==> src/rtl/seg_pkg.sv <==
// Shared types and constants for the multiplexed 7-segment scan controller.
package seg_pkg;

  typedef enum logic [1:0] {
    StOff,
    StGap,
    StShow
  } seg_state_e;

  localparam int unsigned BcdW = 4;

  // Code held on the decoder input before any digit has been shown.
  localparam logic [BcdW-1:0] BlankCode = '0;

endpackage

==> src/rtl/seg_lz_mask.sv <==
// Leading-zero suppression mask: bit i set means digit i must stay dark.
module seg_lz_mask
  import seg_pkg::*;
#(
  parameter int unsigned DIGITS = 4
) (
  input  logic [BcdW*DIGITS-1:0] digits,
  input  logic [DIGITS-1:0]      dps,
  input  logic                   lz_sup,
  output logic [DIGITS-1:0]      mask
);

  logic run;

  // Walk down from the MSD; the first non-zero digit or set dp ends the run.
  always_comb begin
    mask = '0;
    run  = lz_sup;
    for (int i = int'(DIGITS) - 1; i >= 1; i--) begin
      run     = run & (digits[i*BcdW +: BcdW] == '0) & ~dps[i];
      mask[i] = run;
    end
  end

endmodule

==> src/rtl/seg_scan_ctrl.sv <==
// Scans DIGITS BCD digits onto a shared decoder with blank gaps, zero blanking and
// a double-buffered frame that only updates at frame boundaries or while dark.
module seg_scan_ctrl
  import seg_pkg::*;
#(
  parameter int unsigned DIGITS       = 4,
  parameter int unsigned REFRESH_DIV  = 50000,
  parameter int unsigned BLANK_CYCLES = 500
) (
  input  logic                   clk,
  input  logic                   rst_n,
  input  logic                   en,
  input  logic                   load,
  input  logic [BcdW*DIGITS-1:0] data_in,
  input  logic [DIGITS-1:0]      dp_in,
  input  logic                   lz_sup,
  output logic [BcdW-1:0]        digit_code,
  output logic [DIGITS-1:0]      an,
  output logic                   dp,
  output logic                   upd_ack
);

  localparam int unsigned IdxW = (DIGITS > 1) ? $clog2(DIGITS) : 1;
  localparam int unsigned CntW = $clog2(REFRESH_DIV);
  localparam logic [IdxW-1:0] LastIdx  = IdxW'(DIGITS - 1);
  localparam logic [CntW-1:0] GapEnd   = CntW'(BLANK_CYCLES - 1);
  localparam logic [CntW-1:0] SlotEnd  = CntW'(REFRESH_DIV - 1);

  seg_state_e             state_q, state_d;
  logic [IdxW-1:0]        idx_q, idx_d;
  logic [CntW-1:0]        cnt_q, cnt_d;
  logic [BcdW*DIGITS-1:0] shadow_q, active_q;
  logic [DIGITS-1:0]      shadow_dp_q, active_dp_q;
  logic                   pending_q;
  logic [DIGITS-1:0]      mask;
  logic                   boundary, xfer;

  logic [BcdW-1:0]   code_q, code_d;
  logic [DIGITS-1:0] an_q, an_d;
  logic              dp_q, dp_d, ack_q;

  seg_lz_mask #(
    .DIGITS (DIGITS)
  ) u_lz_mask (
    .digits (active_q),
    .dps    (active_dp_q),
    .lz_sup (lz_sup),
    .mask   (mask)
  );

  always_comb begin
    state_d = state_q;
    idx_d   = idx_q;
    cnt_d   = cnt_q;
    if (!en) begin
      state_d = StOff;
      idx_d   = '0;
      cnt_d   = '0;
    end else begin
      unique case (state_q)
        StOff: begin
          state_d = StGap;
          idx_d   = '0;
          cnt_d   = '0;
        end
        StGap: begin
          cnt_d = cnt_q + CntW'(1);
          if (cnt_q == GapEnd) state_d = StShow;
        end
        StShow: begin
          if (cnt_q == SlotEnd) begin
            state_d = StGap;
            cnt_d   = '0;
            idx_d   = (idx_q == LastIdx) ? '0 : idx_q + IdxW'(1);
          end else begin
            cnt_d = cnt_q + CntW'(1);
          end
        end
        default: state_d = StOff;
      endcase
    end
  end

  assign boundary = (state_q == StShow) && (idx_q == LastIdx) && (cnt_q == SlotEnd);
  assign xfer     = pending_q && (boundary || (state_q == StOff));

  always_comb begin
    code_d = code_q;
    an_d   = '0;
    dp_d   = 1'b0;
    if (state_q == StShow) begin
      code_d = active_q[idx_q*BcdW +: BcdW];
      if (!mask[idx_q]) begin
        an_d = {{(DIGITS-1){1'b0}}, 1'b1} << idx_q;
        dp_d = active_dp_q[idx_q];
      end
    end
  end

  always_ff @(posedge clk or negedge rst_n) begin
    if (!rst_n) begin
      state_q     <= StOff;
      idx_q       <= '0;
      cnt_q       <= '0;
      shadow_q    <= '0;
      shadow_dp_q <= '0;
      active_q    <= '0;
      active_dp_q <= '0;
      pending_q   <= 1'b0;
      code_q      <= BlankCode;
      an_q        <= '0;
      dp_q        <= 1'b0;
      ack_q       <= 1'b0;
    end else begin
      state_q <= state_d;
      idx_q   <= idx_d;
      cnt_q   <= cnt_d;
      code_q  <= code_d;
      an_q    <= an_d;
      dp_q    <= dp_d;
      ack_q   <= xfer;
      // A load coinciding with a transfer stays pending; the copy uses the old shadow.
      if (load) begin
        shadow_q    <= data_in;
        shadow_dp_q <= dp_in;
      end
      if (xfer) begin
        active_q    <= shadow_q;
        active_dp_q <= shadow_dp_q;
      end
      if (load) pending_q <= 1'b1;
      else if (xfer) pending_q <= 1'b0;
    end
  end

  assign digit_code = code_q;
  assign an         = an_q;
  assign dp         = dp_q;
  assign upd_ack    = ack_q;

endmodule
==> config.mk <==
export PLATFORM = sky130hd
export DESIGN_NAME = seg_scan_ctrl
export DESIGN_NICKNAME = d
export VERILOG_FILES = /design/src/rtl/seg_pkg.sv /design/src/rtl/seg_lz_mask.sv /design/src/rtl/seg_scan_ctrl.sv
export SDC_FILE = /design/constraint.sdc
export NUM_CORES = 1
export LEC_CHECK = 0
export BUFFER_PORTS_ARGS = -buffer_cell sky130_fd_sc_hd__buf_2
export CAP_MARGIN = 20
export CORE_MARGIN = 2
export CORE_UTILIZATION = 39
export CTS_CLUSTER_SIZE = 12
export DETAILED_ROUTE_END_ITERATION = 6
export MAX_ROUTING_LAYER = met4
export PLACE_DENSITY_LB_ADDON = 0.25
export REMOVE_ABC_BUFFERS = 1
export SLEW_MARGIN = 40
export SYNTH_ARGS = -nofsm -noshare
export SYNTH_HDL_FRONTEND = slang
export SYNTH_SLANG_ARGS = --single-unit
==> constraint.sdc <==
create_clock -name clk -period 2.01 [get_ports clk]
set_clock_uncertainty 0.05 [all_clocks]
set_input_delay 0.402 -clock clk [delete_from_list [all_inputs] [get_ports clk]]
set_output_delay 0.402 -clock clk [all_outputs]
set_load 0.02 [all_outputs]
==> results of run 1 <==
## layer usage
layer	track usage (%)	part of all wire [%]	vias to the layer above
li1	-	-	1527
met1	27.9	47	1575
met2	28.1	46	77
met3	5.36	5.3	9
met4	6.07	1.0	0
met5	-	0	-
## timing repair
action / in CTS / in global routing
setup endpoints to repair: 40 / 41
resized for setup: 29 / 13
pin swaps: 11 / 4
buffers inserted: 2 / 3
## layout by cell type (no fill, tap or decap), types with 5 or more instances in the layout
master / instances
a21oi_1: 27
and2_1: 5
buf_12: 5
buf_2: 34
buf_4: 36
buf_6: 7
clkbuf_8: 10
dfrtp_1: 71
ha_1: 8
inv_1: 9
mux2_2: 23
mux4_2: 5
nand2_1: 14
nand2b_1: 19
nand3_1: 7
nand4_1: 28
nor2_1: 12
nor2b_1: 21
o211ai_1: 23
o21ai_0: 6
## per-stage QoR
stage          std cells  instance area, sq um  hold slack [ns]  TNS, ns  setup slack (ns)
3_3_place_gp         555                  4430            0.411    -4.92            -0.168
6_report             576                  4830           0.0121    -1.97           -0.0845
4_1_cts              573                  4760           0.0158    -2.00           -0.0860
5_1_grt              576                  4830           0.0510    -4.20            -0.153
3_5_place_dp         555                  4430            0.411    -5.56            -0.179
2_1_floorplan        345                  3710           0.0564   -27.12             -1.32
## registers in the layout (all words and copies together) (netlist names)
signal,count
pending_q,1
active_dp_q,4
upd_ack,1
active_q,16
an,4
idx_q,2
state_q,2
digit_code,4
dp,1
shadow_q,16
cnt_q,16
shadow_dp_q,4
## cell families after synthesis
kind of cell,count (synthesis),synth area share (%)
adders and majority gates,9,2.94
and+or+nand+nor,140,21.9
muxes,29,9.96
DFF,71,46.4
xor gates and xnor gates,1,0.229
AOI/OAI and AO/OA,86,14.7
buffers and inverters,36,3.92
## worst min-delay path by stage
| stage | from | to | cells after the start | slack (ns) |
|---|---|---|---|---|
| after floorplan | rst_n | active_dp_q[0]$_DFFE_PN0P_ | 0 | 0.06 |
| after global placement | rst_n | cnt_q[0]$_DFFE_PN0P_ | 2 | 0.41 |
| after detailed placement | rst_n | cnt_q[0]$_DFFE_PN0P_ | 2 | 0.41 |
| after CTS | rst_n | cnt_q[0]$_DFFE_PN0P_ | 2 | 0.02 |
| after global routing | rst_n | shadow_dp_q[0]$_DFFE_PN0P_ | 2 | 0.05 |
| final | rst_n | shadow_dp_q[3]$_DFFE_PN0P_ | 2 | 0.01 |
## final cells by class
class                   count  area [sq um]  share of cell area (%)
inverters                   9          33.8                   0.699
clock inverters             6          68.8                    1.42
clock buffers              10           138                    2.85
repair buffers             82           619                    12.8
well taps                 133           166                    3.44
flip-flops and latches     71          1780                    36.8
multi-input cells         265          2030                    42.0
## power by group through the flow
stage               clock network, mW  registers, mW  logic, mW
finish                           1.20           2.06       2.22
global route                     1.30           2.11       2.44
CTS                              1.23           2.06       2.13
detailed placement                  0           2.09       2.02
global placement                    0           2.07       1.97
floorplan                           0           2.12       1.20
## worst max-delay path: cells and delay by family, from the launching register on
family / cells / cell delay, ns
AO/OA/AOI/OAI: 3 / 0.71
AND/OR/NAND/NOR: 1 / 0.54
flip-flops: 1 / 0.38
buffers and inverters: 2 / 0.30
==> run metrics, run 1 <==
run status complete, but fails checks; violated checks setup timing; portion of synthesized cell area occupied by the leading cell type 46.4%; number of buffers created by CTS 9; final count of negative-setup-slack endpoints 37; number of port buffers 34; count of warnings emitted by yosys 0; top cell type by total area after synthesis dfrtp_1; DRC errors left 0; TritonCTS clock tree built; worst-margin pin slew 0.557 ns; netlist area before placement 3830 sq um; power density over the cells 1140 nW/um^2; fraction of final layout cells with drive strength greater than 1 35.2%; reported net switching power 2.05 mW; antenna violations before repair 0; number of detailed-route iterations in the first pass 4; mean routed wirelength per cell 16.9 microns; largest buffer count on any clock path 2; Top-Level Pins 35; number of hold buffers added after cts 0; total number of nets in the final design 472; overflow left after global routing 0; cell mode on critical path buf_6; cells traversed along the worst timing path or4_4, buf_6, o41a_1, a31oi_4, buf_6, o32ai_2; CP max stage delay 0.54 ns; path category of the worst min-delay check input port to asynchronous set/reset pin; cell depth of the worst flop-to-flop path 6; Power Internal 3.44 mW; number of hold violations in the final report 0; Slew Limit Headroom 62.7%; worst-path fanout max 5; die footprint 10600 sq um; wire length of the first global-routing pass 15600 microns; clock latency on the worst-skew pair 0.36 ns; number of instances in the synthesized netlist 372; max-cap check violation count 0; final RePlAce weighted congestion 0.935; Crit Reg-Reg Startpoint cnt_q[12]$_DFFE_PN0P_; count of different cell masters after synthesis 53; clk sink count 71; number of routed nets with antenna violations 0; horizontal die dimension 103 microns; final critical-path share of the clock period 104%; critical path capture point type flip-flop; worst vdd rail ir drop 0.000513 V; Pleak 1.96 nW; Setup crit start kind flip-flop; endpoint of the lowest-slack register-to-register path cnt_q[12]$_DFFE_PN0P_; endpoint of the most critical setup path cnt_q[12]$_DFFE_PN0P_; share of total power consumed by net switching 37.3%; H-tree depth 3; Critical path origin cnt_q[12]$_DFFE_PN0P_; Seq/Total Area, Yosys 46.4%; most used standard cells in the synthesized netlist dfrtp_1, a21oi_1, nand4_1; ys async rst share 100%; maximum number of pins on one net before global-route repair 72; HPWL after detailed placement 6240 microns; cell types occupying the most area after synthesis dfrtp_1, mux2_2, nand4_1, o211ai_1, a21oi_1; Reg power frac 37.6%; data arrival time of the worst path 2.28 ns; number of synthesized flops with an enable pin 0; placeable core region 9640 sq um; Max Transition Viols Final 0; share of total power in the clock network 21.9%; highest clock rate 477 MHz; Mean Syn Cell Area 10.3 sq um; overall power consumption 5.49 mW; total of fill cells in the finished design 925; slack of the worst reg-to-reg path -0.08 ns; GR Util All Layers 19.9%; vias 3188; Post-synth top flop dfrtp_1; Initial Utilization 39.7%; Inserted Diodes 0; RSZ-0062 raised after global routing yes; core occupancy in the finished layout 50.1%; clock input transition at the sequential cells of the worst setup and hold paths 0.08 ns; Area Overhead vs Synth 26.2%; clock period minus worst slack 2.09 ns; Worst Setup Slack, final -0.0845 ns; required time at the worst-slack endpoint 2.19 ns; Detailed Route WL 9710 microns; cell with the most instances after synthesis dfrtp_1; cell at the root of the clock tree clkbuf_8; via count of the first global-routing pass 3013; CP max stage cell or4_4; iteration-0 DRC count of the detailed router 181; Std-Cell Rows 36; Yosys reg bits 71; Die Y-Extent 103 microns; via density per instance 5.53; portion of total power attributed to combinational logic 40.5%; category of the critical setup timing path flip-flop to flip-flop
No activity file was read; power rests on OpenSTA's default activity.
==> run 2: changes to the inputs <==
Settings changed: CTS_BUF_LIST from default to sky130_fd_sc_hd__clkbuf_4.
Clock period 2.01 ns to 2 ns, I/O delays scaled along.
==> run 2 against run 1 <==
Against the previous run:
- the run still ends with setup timing left
- cell area is 1.8% lower
- die area unchanged
- worst hold slack gained 0.13 ns
- power shrank 7.2%
- cell count decreased by 0.35%
- non-clock buffer count shrank 2
- critical path depth stayed put
- sequential share of layout area rose by 0.66 points
- clock-buffer cell count stayed put
- flip-flop and latch count stayed put
==> run metrics, run 2 (synthesis results as in run 1) <==
Worst Setup Slack, final -0.118 ns (-0.0339 ns); Crit Reg-Reg Startpoint cnt_q[12]$_DFFE_PN0P_; wire length of the first global-routing pass 15800 microns (+1.6%); worst-path fanout max 5 (unchanged); post-route worst hold slack 0.137 ns (+0.125 ns); total of fill cells in the finished design 918 (-0.76%); critical path capture point type flip-flop; worst-margin pin slew 0.549 ns (-0.00775 ns); setup total negative slack -2.79 ns (-0.826 ns); slack of the worst reg-to-reg path -0.12 ns (-0.03 ns); via count of the first global-routing pass 3052 (+1.3%); overflow left after global routing 0 (unchanged); vias 3208 (+0.63%); fraction of final layout cells with drive strength greater than 1 34.7% (-0.52 points); worst vdd rail ir drop 0.000535 V (+4.4%); Setup crit start kind flip-flop; endpoint of the lowest-slack register-to-register path cnt_q[12]$_DFFE_PN0P_; min-delay src data_in[14]; cell depth of the worst flop-to-flop path 6 (unchanged); most used cells in the layout excluding fill and tap cells dfrtp_1, buf_2, buf_4, nand4_1, a21oi_1; placeable core region 9640 sq um (unchanged); Top-Level Pins 35 (unchanged); most common cell after layout, fill and taps aside dfrtp_1; antenna violations before repair 0 (unchanged); violated checks setup timing; max-cap check violation count 0 (unchanged); run status complete, but fails checks; number of routed nets with antenna violations 0 (unchanged); DRC errors left 0 (unchanged); power density over the cells 1070 nW/um^2 (-5.5%); number of port buffers 34 (unchanged); biggest registers after layout active_q x16, cnt_q x16, shadow_q x16; category of the critical setup timing path flip-flop to flip-flop; Initial Utilization 39.7% (unchanged); Std-Cell Rows 36 (unchanged); number of buffers created by CTS 9 (unchanged); final count of negative-setup-slack endpoints 37 (unchanged); clock latency on the worst-skew pair 0.42 ns (+0.06 ns); HPWL after detailed placement 6280 microns (+0.64%); required time at the worst-slack endpoint 2.26 ns (+0.07 ns); final RePlAce weighted congestion 0.935 (unchanged); RSZ-0062 raised after global routing yes; number of hold violations in the final report 0 (unchanged); TritonCTS clock tree built; cell at the root of the clock tree clkbuf_4; overall power consumption 5.09 mW (-7.2%); Detailed Route WL 9490 microns (-2.3%); Worst Hold Depth 2; Area Overhead vs Synth 23.9%; path category of the worst min-delay check input port to flip-flop; worst slack, placed -0.208 ns (-0.0289 ns); highest clock rate 472 MHz (-1.1%); largest buffer count on any clock path 2 (unchanged); horizontal die dimension 103 microns (unchanged); GR Util All Layers 20.1% (+0.20 points); footprint of the flip-flops and latches 1780 sq um (unchanged); Pleak 1.91 nW (-2.5%); clock input transition at the sequential cells of the worst setup and hold paths 0.12 ns (+0.04 ns); area of the multi-input gates 2050 sq um (+0.86%); H-tree depth 3 (unchanged); Die Y-Extent 103 microns (unchanged); maximum number of pins on one net before global-route repair 72 (unchanged); mean routed wirelength per cell 16.5 microns (-2.0%); data arrival time of the worst path 2.38 ns (+0.10 ns); number of detailed-route iterations in the first pass 4 (unchanged); Slew Limit Headroom 63.2% (+0.52 points); total number of nets in the final design 470 (-0.42%); clock period minus worst slack 2.12 ns (+0.0239 ns); Max Transition Viols Final 0 (unchanged); via density per instance 5.59 (+0.98%); final critical-path share of the clock period 106% (+1.7 points); Inserted Diodes 0 (unchanged); hold path endpoint shadow_q[14]$_DFFE_PN0P_; die footprint 10600 sq um (unchanged); clk sink count 71 (unchanged); iteration-0 DRC count of the detailed router 225 (+24%)
run 2: cell count changes in the layout (fill, tap and decap cells not counted), sizes merged:
cell / delta
buf: -3
bufinv: -1
clkinv: +1
clkinvlp: +1
dlygate4sd3: +1
inv: -1
run 2: layer usage:
metal	global-route usage, %	part of all wire (%)	up-vias
met1	28.7	48	1596
met2	28.9	46	77
li1	-	-	1526
met3	3.86	4.7	9
met5	-	0	-
met4	6.28	1.1	0
run 2: critical path: stages, from the launching register on:
cell,delay (ns)
dfrtp_1,0.40
or4_4,0.55
buf_6,0.14
o41a_1,0.38
a31oi_4,0.26
buf_6,0.16
o32ai_2,0.07
run 2: timing repair:
item	CTS	global route
pin swaps	11	3
setup endpoints to repair	40	41
buffers inserted	2	0
gates resized for setup	31	13
hold endpoints to repair	71	0
hold buffers	1	0
run 2: worst max-delay path by stage:
stage                                      from                       to  slack (ns)
after floorplan           cnt_q[12]$_DFFE_PN0P_  active_q[8]$_DFFE_PN0P_       -1.33
after global placement     cnt_q[7]$_DFFE_PN0P_     cnt_q[9]$_DFFE_PN0P_       -0.18
after detailed placement   cnt_q[7]$_DFFE_PN0P_     cnt_q[9]$_DFFE_PN0P_       -0.21
after CTS                 cnt_q[12]$_DFFE_PN0P_  active_q[4]$_DFFE_PN0P_       -0.11
after global routing      cnt_q[13]$_DFFE_PN0P_   state_q[1]$_DFFE_PN0P_       -0.17
final                     cnt_q[12]$_DFFE_PN0P_    cnt_q[12]$_DFFE_PN0P_       -0.12
run 2: metrics by stage:
stage / instances / utilization (%) / area (sq um)
floorplan: 345 / - / 3710
global placement: 555 / 46.0 / 4430
detailed placement: 555 / 46.0 / 4430
CTS: 574 / 48.7 / 4690
global route: 574 / 49.2 / 4750
finish: 574 / 49.2 / 4750
run 2: power by group:
part | switching [mW] | internal, mW
Sequential | 0.288 | 1.79
Clock | 0.538 | 0.263
Combinational | 1.17 | 1.04
run 2: cell type report:
class                      instances  area share (%)
inverter                           9           0.712
clock buffer                      10            1.58
tap                              133            3.51
timing repair buffer              80            12.9
clock inverter                     6           0.791
multi-input combinational        265            43.1
sequential                        71            37.4
==> run 3: changes to the inputs <==
Settings changed: SKIP_LAST_GASP from default to 1.
==> run 3 against run 2 <==
Against the previous run:
- the flow still finishes with violations (setup timing)
- power hardly changed
- core utilization hardly changed
- wire length rose by 0.91%
- sequential power hardly changed
- clock-buffer cell count is the same
==> run metrics, run 3 (synthesis results as in run 1) <==
run status complete, but fails checks; violated checks setup timing; final count of negative-setup-slack endpoints 40 (+8.1%); clk sink count 71 (unchanged); Top-Level Pins 35 (unchanged); number of routed nets with antenna violations 0 (unchanged); die footprint 10600 sq um (unchanged); Setup crit start kind flip-flop; Max Transition Viols Final 0 (unchanged); total number of nets in the final design 471 (+0.21%); most used cells in the layout excluding fill and tap cells dfrtp_1, buf_2, buf_4, nand4_1, a21oi_1; number of detailed-route iterations in the first pass 4 (unchanged); via count of the first global-routing pass 3052 (unchanged); maximum number of pins on one net before global-route repair 72 (unchanged); Std-Cell Rows 36 (unchanged); overflow left after global routing 0 (unchanged); Die Y-Extent 103 microns (unchanged); highest clock rate 468 MHz (-0.84%); data arrival time of the worst path 2.39 ns (about the same); DRC errors left 0 (unchanged); HPWL after detailed placement 6280 microns (unchanged); power density over the cells 1070 nW/um^2 (about the same); worst vdd rail ir drop 0.000525 V (-1.9%); number of port buffers 34 (unchanged); wire length of the first global-routing pass 15800 microns (unchanged); final RePlAce weighted congestion 0.935 (unchanged); cells traversed along the worst timing path or4b_4, or4_4, nor2_4, buf_12, o211ai_1; core occupancy in the finished layout 49.2% (about the same); final critical-path share of the clock period 107% (+0.90 points); iteration-0 DRC count of the detailed router 186 (-17%); RSZ-0062 raised after global routing yes; Area Overhead vs Synth 23.8% (about the same); via density per instance 5.60 (+0.23%); mean routed wirelength per cell 16.6 microns (+0.73%); worst slack, placed -0.208 ns (unchanged); total of fill cells in the finished design 920 (+0.22%); filler-free cell count of the finished design 575 (+0.17%); fraction of final layout cells with drive strength greater than 1 34.8% (+0.15 points); Slew Limit Headroom 62.7% (-0.52 points); Inserted Diodes 0 (unchanged); vias 3221 (+0.41%); number of hold violations in the final report 0 (unchanged); critical path capture point type flip-flop; setup total negative slack -3.67 ns (-0.871 ns); Placed Instances 555 (unchanged); worst-path fanout max 20 (+15); path category of the worst min-delay check input port to flip-flop; Initial Utilization 39.7% (unchanged); GR Util All Layers 20.1% (unchanged); clock period minus worst slack 2.14 ns (+0.0180 ns); H-tree depth 3 (unchanged); biggest registers after layout active_q x16, cnt_q x16, shadow_q x16; max-cap check violation count 0 (unchanged); TritonCTS clock tree built; CP max stage cell or4b_4; required time at the worst-slack endpoint 2.26 ns (about the same); CP max stage delay 0.58 ns (+0.03 ns); antenna violations before repair 0 (unchanged); clock latency on the worst-skew pair 0.43 ns (about the same); cell at the root of the clock tree clkbuf_4; category of the critical setup timing path flip-flop to flip-flop; clock input transition at the sequential cells of the worst setup and hold paths 0.12 ns (about the same); largest buffer count on any clock path 2 (unchanged); Worst Setup Slack, final -0.136 ns (-0.0180 ns); placeable core region 9640 sq um (unchanged); Pleak 1.92 nW (+0.16%); Detailed Route WL 9570 microns (+0.91%); most common cell after layout, fill and taps aside dfrtp_1; worst-margin pin slew 0.557 ns (+0.00778 ns); number of buffers created by CTS 9 (unchanged); horizontal die dimension 103 microns (unchanged)
==> run 3: changes by cell type in the layout (fill, tap and decap cells not counted) <==
cell     before  now
buf_4        32   34
a21oi_4       1    0
a21oi_2       2    3
buf_6         8    7
==> run 3: where the power goes <==
part           switching [mW]  internal [mW]  leakage, nW
logic                    1.18           1.05        0.967
clock network           0.531          0.262       0.0598
registers               0.288           1.79        0.891
==> run 3: final timing paths <==
kind                                              to                      start  slack (ns)  depth (start not counted)
max in group asynchronous       cnt_q[0]$_DFFE_PN0P_                      rst_n        1.14                          3
max reg2reg                  active_q[4]$_DFFE_PN0P_       cnt_q[4]$_DFFE_PN0P_       -0.14                          5
max                          active_q[4]$_DFFE_PN0P_       cnt_q[4]$_DFFE_PN0P_       -0.14                          5
min in group asynchronous    shadow_q[4]$_DFFE_PN0P_                      rst_n        0.47                          3
min reg2reg                digit_code[0]$_DFFE_PN0P_  digit_code[0]$_DFFE_PN0P_        0.47                          2
min                         shadow_q[14]$_DFFE_PN0P_                data_in[14]        0.14                          2
==> run 3: metal layers <==
metal | global-route usage (%) | vias up | wire length (microns)
li1 | - | 1520 | -
met1 | 28.7 | 1612 | 4570
met2 | 28.9 | 78 | 4440
met3 | 3.86 | 11 | 448
met4 | 6.28 | 0 | 115
met5 | - | - | 0
==> run 3: worst max-delay path: cells and delay by family, from the launching register on <==
kind	cells	cell delay, ns
buffers and inverters	1	0.17
flip-flops	1	0.39
AND/OR/NAND/NOR	3	1.28
AO/OA/AOI/OAI	1	0.12
==> run 3: per-stage QoR <==
stage          instance area [sq um]  power (mW)  hold slack, ns
3_3_place_gp                    4430        4.06           0.409
6_report                        4740        5.09           0.136
2_1_floorplan                   3710        3.34          0.0544
5_1_grt                         4740        5.46          0.0951
4_1_cts                         4690        5.06           0.116
3_5_place_dp                    4430        4.13           0.406
==> run 3: area by class of cell <==
class                   instances  area (sq um)  area share (%)
multi-input cells             265          2040            43.0
well taps                     133           166            3.51
repair buffers                 81           614            13.0
inverters                       9          33.8           0.712
clock buffers                  10          75.1            1.58
clock inverters                 6          37.5           0.791
flip-flops and latches         71          1780            37.5
==> run 3: timing repair <==
item                                   CTS  global route
endpoints found under the hold margin   71             0
setup endpoints to repair               40            41
setup buffers                            2             1
hold buffers                             1             0
resized for setup                       30            12
pin swaps                               11             5
